$ cat config.mk
export PLATFORM = sky130hd
export DESIGN_NAME = mem_bus_arbiter
export DESIGN_NICKNAME = d
export VERILOG_FILES = /design/src/rtl/mem_bus_arbiter.sv
export SDC_FILE = /design/constraint.sdc
export NUM_CORES = 1
export LEC_CHECK = 0
export BUFFER_PORTS_ARGS = -buffer_cell sky130_fd_sc_hd__buf_4
export CAP_MARGIN = 25
export CORE_MARGIN = 2
export CORE_UTILIZATION = 35
export CTS_CLUSTER_DIAMETER = 80
export DETAILED_ROUTE_END_ITERATION = 10
export HOLD_SLACK_MARGIN = 0.05
export PLACE_DENSITY_LB_ADDON = 0.1
export SKIP_CTS_REPAIR_TIMING = 1
export SLEW_MARGIN = 20
export SYNTH_ARGS = -nofsm -noshare
export SYNTH_HDL_FRONTEND = slang
export SYNTH_SLANG_ARGS = --single-unit
$ cat constraint.sdc
create_clock -name clk -period 1.8 [get_ports clk]
set_input_delay 0.18 -clock clk [delete_from_list [all_inputs] [get_ports clk]]
set_output_delay 0.18 -clock clk [all_outputs]
set_load 0.03 [all_outputs]
$ cat src/rtl/mem_bus_arbiter.sv
`timescale 1ns/1ps
// mem_bus_arbiter: shares one SRAM-like bus between the fetch and data ports,
// one outstanding transaction at a time, alternating grants under contention.
module mem_bus_arbiter #(
    parameter int ADDR_W = 32,
    parameter int DATA_W = 32
) (
    input  logic                clk,
    input  logic                resetn,

    input  logic                inst_req,
    input  logic [ADDR_W-1:0]   inst_addr,
    output logic [DATA_W-1:0]   inst_rdata,
    output logic                inst_done,
    output logic                imem_busy,

    input  logic                data_req,
    input  logic                data_wr,
    input  logic [ADDR_W-1:0]   data_addr,
    input  logic [DATA_W/8-1:0] data_wstrb,
    input  logic [DATA_W-1:0]   data_wdata,
    output logic [DATA_W-1:0]   data_rdata,
    output logic                data_done,
    output logic                dmem_busy,

    output logic                bus_req,
    output logic                bus_wr,
    output logic [ADDR_W-1:0]   bus_addr,
    output logic [DATA_W/8-1:0] bus_wstrb,
    output logic [DATA_W-1:0]   bus_wdata,
    input  logic                bus_addr_ok,
    input  logic                bus_data_ok,
    input  logic [DATA_W-1:0]   bus_rdata
);

    localparam int STRB_W = DATA_W / 8;

    typedef enum logic [1:0] {IDLE, ADDR, DATA, DONE} state_t;

    state_t              state_q, state_d;
    logic                owner_q, owner_d;
    logic                last_grant_q, last_grant_d;
    logic                wr_q, wr_d;
    logic [ADDR_W-1:0]   addr_q, addr_d;
    logic [STRB_W-1:0]   wstrb_q, wstrb_d;
    logic [DATA_W-1:0]   wdata_q, wdata_d;
    logic [DATA_W-1:0]   rdata_q, rdata_d;
    logic                grant_data;
    logic                in_addr;
    logic                in_done;

    always_ff @(posedge clk or negedge resetn) begin
        if (!resetn) begin
            state_q      <= IDLE;
            owner_q      <= 1'b0;
            last_grant_q <= 1'b0;
            wr_q         <= 1'b0;
            addr_q       <= '0;
            wstrb_q      <= '0;
            wdata_q      <= '0;
            rdata_q      <= '0;
        end else begin
            state_q      <= state_d;
            owner_q      <= owner_d;
            last_grant_q <= last_grant_d;
            wr_q         <= wr_d;
            addr_q       <= addr_d;
            wstrb_q      <= wstrb_d;
            wdata_q      <= wdata_d;
            rdata_q      <= rdata_d;
        end
    end

    always_comb begin
        state_d      = state_q;
        owner_d      = owner_q;
        last_grant_d = last_grant_q;
        wr_d         = wr_q;
        addr_d       = addr_q;
        wstrb_d      = wstrb_q;
        wdata_d      = wdata_q;
        rdata_d      = rdata_q;
        grant_data   = 1'b0;

        case (state_q)
            IDLE: begin
                if (inst_req || data_req) begin
                    // Under contention the port opposite to the last winner goes next.
                    grant_data   = data_req && (!inst_req || !last_grant_q);
                    owner_d      = grant_data;
                    last_grant_d = grant_data;
                    wr_d         = grant_data ? data_wr : 1'b0;
                    addr_d       = grant_data ? data_addr : inst_addr;
                    wstrb_d      = grant_data ? data_wstrb : {STRB_W{1'b1}};
                    wdata_d      = grant_data ? data_wdata : '0;
                    state_d      = ADDR;
                end
            end
            ADDR: begin
                if (bus_addr_ok) begin
                    state_d = DATA;
                end
            end
            DATA: begin
                if (bus_data_ok) begin
                    rdata_d = bus_rdata;
                    state_d = DONE;
                end
            end
            DONE:    state_d = IDLE;
            default: state_d = IDLE;
        endcase
    end

    assign in_addr = (state_q == ADDR);
    assign in_done = (state_q == DONE);

    assign bus_req   = in_addr;
    assign bus_wr    = in_addr & wr_q;
    assign bus_addr  = in_addr ? addr_q  : '0;
    assign bus_wstrb = in_addr ? wstrb_q : '0;
    assign bus_wdata = in_addr ? wdata_q : '0;

    assign inst_done  = in_done & ~owner_q;
    assign data_done  = in_done &  owner_q;
    assign inst_rdata = inst_done ? rdata_q : '0;
    assign data_rdata = data_done ? rdata_q : '0;

    assign imem_busy = inst_req & ~inst_done;
    assign dmem_busy = data_req & ~data_done;

endmodule

; ---- Yosys cells after proc, flatten, opt, wreduce, memory -nomap -nowiden
; Index checks and enable logic that the tools add are counted.
[op_classes]
bitwise_logic = 8
eq_ne = 6
mux = 13
reduce_logical = 9
[ops]
columns = operator, count
row1 = 2-to-1 mux 32 bit, 6
row2 = 2-to-1 mux 4 bit, 2
row3 = case mux 2 bit (4 select lines), 1
row4 = 2-to-1 mux 2 bit, 3
row5 = "inequality test 2 bit, second input constant", 3
row6 = AND 1 bit, 5
row7 = "== test 2 bit, second input constant", 2
row8 = AND reduction 2 bit, 2
row9 = NOT 1 bit, 3
row10 = AND reduction 3 bit, 1
row11 = "== test 2 x 1 -> 1 bit, second input constant", 1
row12 = zero test 1 bit, 2
row13 = zero test 2 bit, 1
row14 = logical OR 1 bit, 2
row15 = logical AND 1 bit, 1
row16 = 2-to-1 mux 1 bit, 1
[word_totals]
elab_cells = 43
reg_bits = 104
output_inout_bits = 138
input_bits = 139

; ---- Depth between registers and ports, before layout
[logic_depth]
word_depth = 4
ltp_mapped = 7

; ---- Least setup slack after synthesis
; Ideal clock, no wire load.
[synth_path]
path_kind = reg2out
from = register state_q[0]
to = output port inst_rdata[22]
path_slack_ps = -79
required_time_ps = 1620
stages_incl_launch_ff = 5
t_arrival_ps = 1699
n_path_buf = 1
cell_sequence = dfrtp_1 ha_1 nor2b_1 clkbuf_1 and2_1
[synth_between]
elab_chain_cells = 3
[synth_rtl]
columns = item, line
row1 = start: declaration, 40  ; state_t state_q, state_d;
row2 = start signal: assignment, 63  ; state_q <= state_d;
row3 = == test 2 bit, 116  ; assign in_done = (state_q == DONE);
row4 = AND 1 bit, 124  ; assign inst_done = in_done & ~owner_q;
row5 = named net inst_done, 14  ; output logic inst_done,
row6 = 2-to-1 mux 32 bit, 126  ; assign inst_rdata = inst_done ? rdata_q : '0;
row7 = end: declaration, 13  ; output logic [DATA_W-1:0] inst_rdata,
; The timed path passes the listed nets, and every way through them passes these cells.

; ---- Worst setup path after layout
[layout_path]
from = register state_q[1]
to = output port inst_rdata[24]
[layout_between]
elab_chain_cells = 3
[layout_rtl]
columns = item, line
row1 = == test 2 bit, 116
row2 = AND 1 bit, 124
row3 = 2-to-1 mux 32 bit, 126
; Every way passes these cells.

==> run summary <==
* 49.4% — share of final-layout standard cells stronger than drive strength 1
* 43 — number of placement rows
* 643 — synthesized netlist net count
* 0.0148 W — post-route total power
* 0 — antenna violations before repair
* -0.0198 ns — final setup slack of the worst path
* 124 um — die boundary height
* 500 — Gate Count Post-Synth
* 5040 um^2 — Netlist Area Pre-Place
* 101% — Tcrit/Tclk final
* 4.29 nW — reported leakage power
* 18.4 um — WL per Instance
* 924 — Layout Nets
* negative setup slack — failing checks
* 966 — Non-Filler Instances
* 100% — Post-synth ARST share
* 4 — First-pass DRT Iterations
* 0.816 — last weighted congestion value of the routability-driven placer
* 4873 — via count
* 0 — residual DRC count
* 14000 um^2 — Floorplan Core Area
* inst_rdata[24] — crit path capture
* 0 — final antenna diode count
* 1.64 ns — crit path DAT
* 0 — number of enable flip-flop cells after synthesis
* in -> reg — hold crit path type
* 68.2% — synthesis-to-finish area growth
* built — TritonCTS clock tree
* 36.0% — initial core utilization
* 189 — DR iter-0 viols
* 17800 um — Routed Wire Length
* 0 — number of routed nets with antenna violations
* 755 uV — maximum resistive drop on vdd
* 15400 um^2 — die outline area
* clkbuf_16 — CTS root buffer
* 550 MHz — Peak Freq
* 51.7% — top-area cell type share of the netlist area
* 2610 um^2 — Sequential Area
* true — RSZ-0062 raised after global routing
* 1750 nW/um^2 — power per standard cell area
* 0.34 ns — clock latency on the worst-skew pair
* 23100 um — first-pass GRT wire length
* 10.1 um^2 — per-instance average area after synthesis
* 104 — Synth Register Bits
* 0.07 ns — flop-to-flop setup slack
* 0 — Slew Viols, Final
* state_q[0] — FF-to-FF Start
* dfrtp_1 — cell taking the most area after synthesis
* 2430 um^2 — area of combinational cells with multiple inputs
* output port — Worst setup EP type
* 0 — # Max-Cap Violations
* 6 — path depth of the worst reg2reg path
* 0 — Yosys Warn Count
* 926 — number of cells in the design after placement
* 104 — CTS sink count
* 19.5% — global-route usage over all layers
* wdata_q[16] — r2r endpoint
* finished, violations left — result of the run
* state_q[1] — Critical path origin
* 1.62 ns — required time of the critical path
* 9 — Inserted Clock Buffers
* flip-flop — crit path launch type
* 3 — H-tree depth
* 105 — maximum number of pins on one net before global-route repair
* 1213 — number of filler instances in the final layout
* 0 — Remaining Overflow, GRT
* 124 um — die outline width
* 23 — number of library cell types mapped by synthesis
* 276 — IO buf count
* 277 — IO Count
* 4625 — via count of the first global-routing pass
* 9 — maximum fanout encountered on the critical timing path
* 1.82 ns — shortest period the worst path allows
* 14 — number of setup violations in the final report
* 2 — number of buffers between clock root and the deepest sink
* 11000 um — total half-perimeter wirelength after legalization and detailed placement
* 0.07 ns — clock-pin slew of the registers on the worst-case setup and hold paths
* 0 — count of final hold-check violations
* 0.708 ns — actual transition at the worst max-transition pin
* 0.00681 ns — clock tree skew after final layout
* 60.6% — Core Util, Final
* -0.0733 ns — final total negative setup slack
* 51.7% — sequential share of the synthesized area
* dfrtp_1, and2_1, a21oi_1, a22o_1, mux2_1 — leading post-synthesis cells by cell area
* 5.04 — routed vias/inst
* 52.8% — worst rel slew slack
* dfrtp_1 — main flop type after synthesis
* reg -> out — category of the most critical setup path
## Yosys cell counts (2+ instances only)
cell type	count
and2_1	103
buf_4	3
a22o_1	33
nor2_1	33
nand2_1	36
a21oi_1	64
buf_1	2
o22a_1	4
inv_1	3
mux2_2	9
ha_1	4
nor2b_1	4
buf_2	9
and3_1	32
clkbuf_1	27
dfrtp_1	104
mux2_1	24
## area by class of cell
class / count / area share, %
timing repair buffer: 311 / 34.3
sequential: 104 / 30.7
clock buffer: 13 / 3.07
inverter: 3 / 0.133
clock inverter: 3 / 0.472
tap: 180 / 2.66
multi-input combinational: 352 / 28.7
## how the worst min path moves through the flow
| stage | start | endpoint | slack [ns] | cells after the start |
|---|---|---|---|---|
| 6_report | bus_rdata[29] | rdata_q[29] | 0.05 | 2 |
| 5_1_grt | bus_rdata[10] | rdata_q[10] | 0.05 | 2 |
| 4_1_cts | resetn | rdata_q[9] | -0.07 | 2 |
| 3_3_place_gp | resetn | rdata_q[9] | 0.29 | 2 |
| 2_1_floorplan | resetn | addr_q[0] | -0.12 | 0 |
| 3_5_place_dp | resetn | rdata_q[9] | 0.30 | 2 |
## critical path, cell delays in order, from the launching register on
cell and delay (ns):
dfrtp_1 0.42, ha_4 0.17, nor2b_4 0.23, clkbuf_16 0.19
and2_1 0.13, buf_4 0.15
## cells by family after synthesis
| family | count (synthesis) | synth area share [%] |
|---|---|---|
| muxes | 33 | 7.38 |
| DFF | 104 | 51.7 |
| and+or+nand+nor | 208 | 22.4 |
| buffers and inverters | 44 | 3.73 |
| AOI/OAI and AO/OA | 107 | 13.8 |
| adders and majority gates | 4 | 0.994 |
## layout by cell type, fill, tap and decap left out
master,instances
buf_4,197
dfrtp_1,102
buf_6,90
a21oi_1,64
and2_4,53
and2_1,50
nand2_1,36
a22o_1,33
nor2_1,33
and3_1,32
mux2_1,24
clkbuf_16,14
mux2_2,9
buf_12,9
dlygate4sd3_1,9
o22a_1,4
nor2b_1,3
inv_1,2
ha_1,2
ha_4,2
clkbuf_8,2
clkinv_2,2
clkbuf_1,2
dfrtp_2,2
nor2b_4,1
inv_2,1
a21boi_2,1
o21a_1,1
o21ai_4,1
a221oi_2,1
o32a_1,1
a21bo_2,1
bufinv_16,1
buf_8,1
## state kept, by name, indices dropped and copies added (netlist names)
register      count
rdata_q          32
wr_q              1
wstrb_q           4
state_q           2
last_grant_q      1
addr_q           32
wdata_q          32
## report_power, final
group          switching [W]  internal [W]
Sequential          0.000821       0.00351
Clock               0.000827       0.00115
Combinational        0.00445       0.00407
## layer usage
metal  vias up  routed length (um)  global-route usage (%)
met5         -                   0                       0
met3        38                1350                    4.99
met4         0                 583                    8.85
met2       200                9050                    33.9
met1      2373                6830                    22.8
li1       2262                   -                       -
## stage by stage
stage               hold WS, ns  cell area [um^2]  setup slack (ns)
detailed placement        0.299              7320            0.0471
global route             0.0503              8470           -0.0863
finish                   0.0477              8470           -0.0198
CTS                     -0.0720              7620            -0.335
global placement          0.293              7320             0.118
floorplan                -0.116              5040            0.0876
Note: power is estimated with default switching activity, not from simulation.
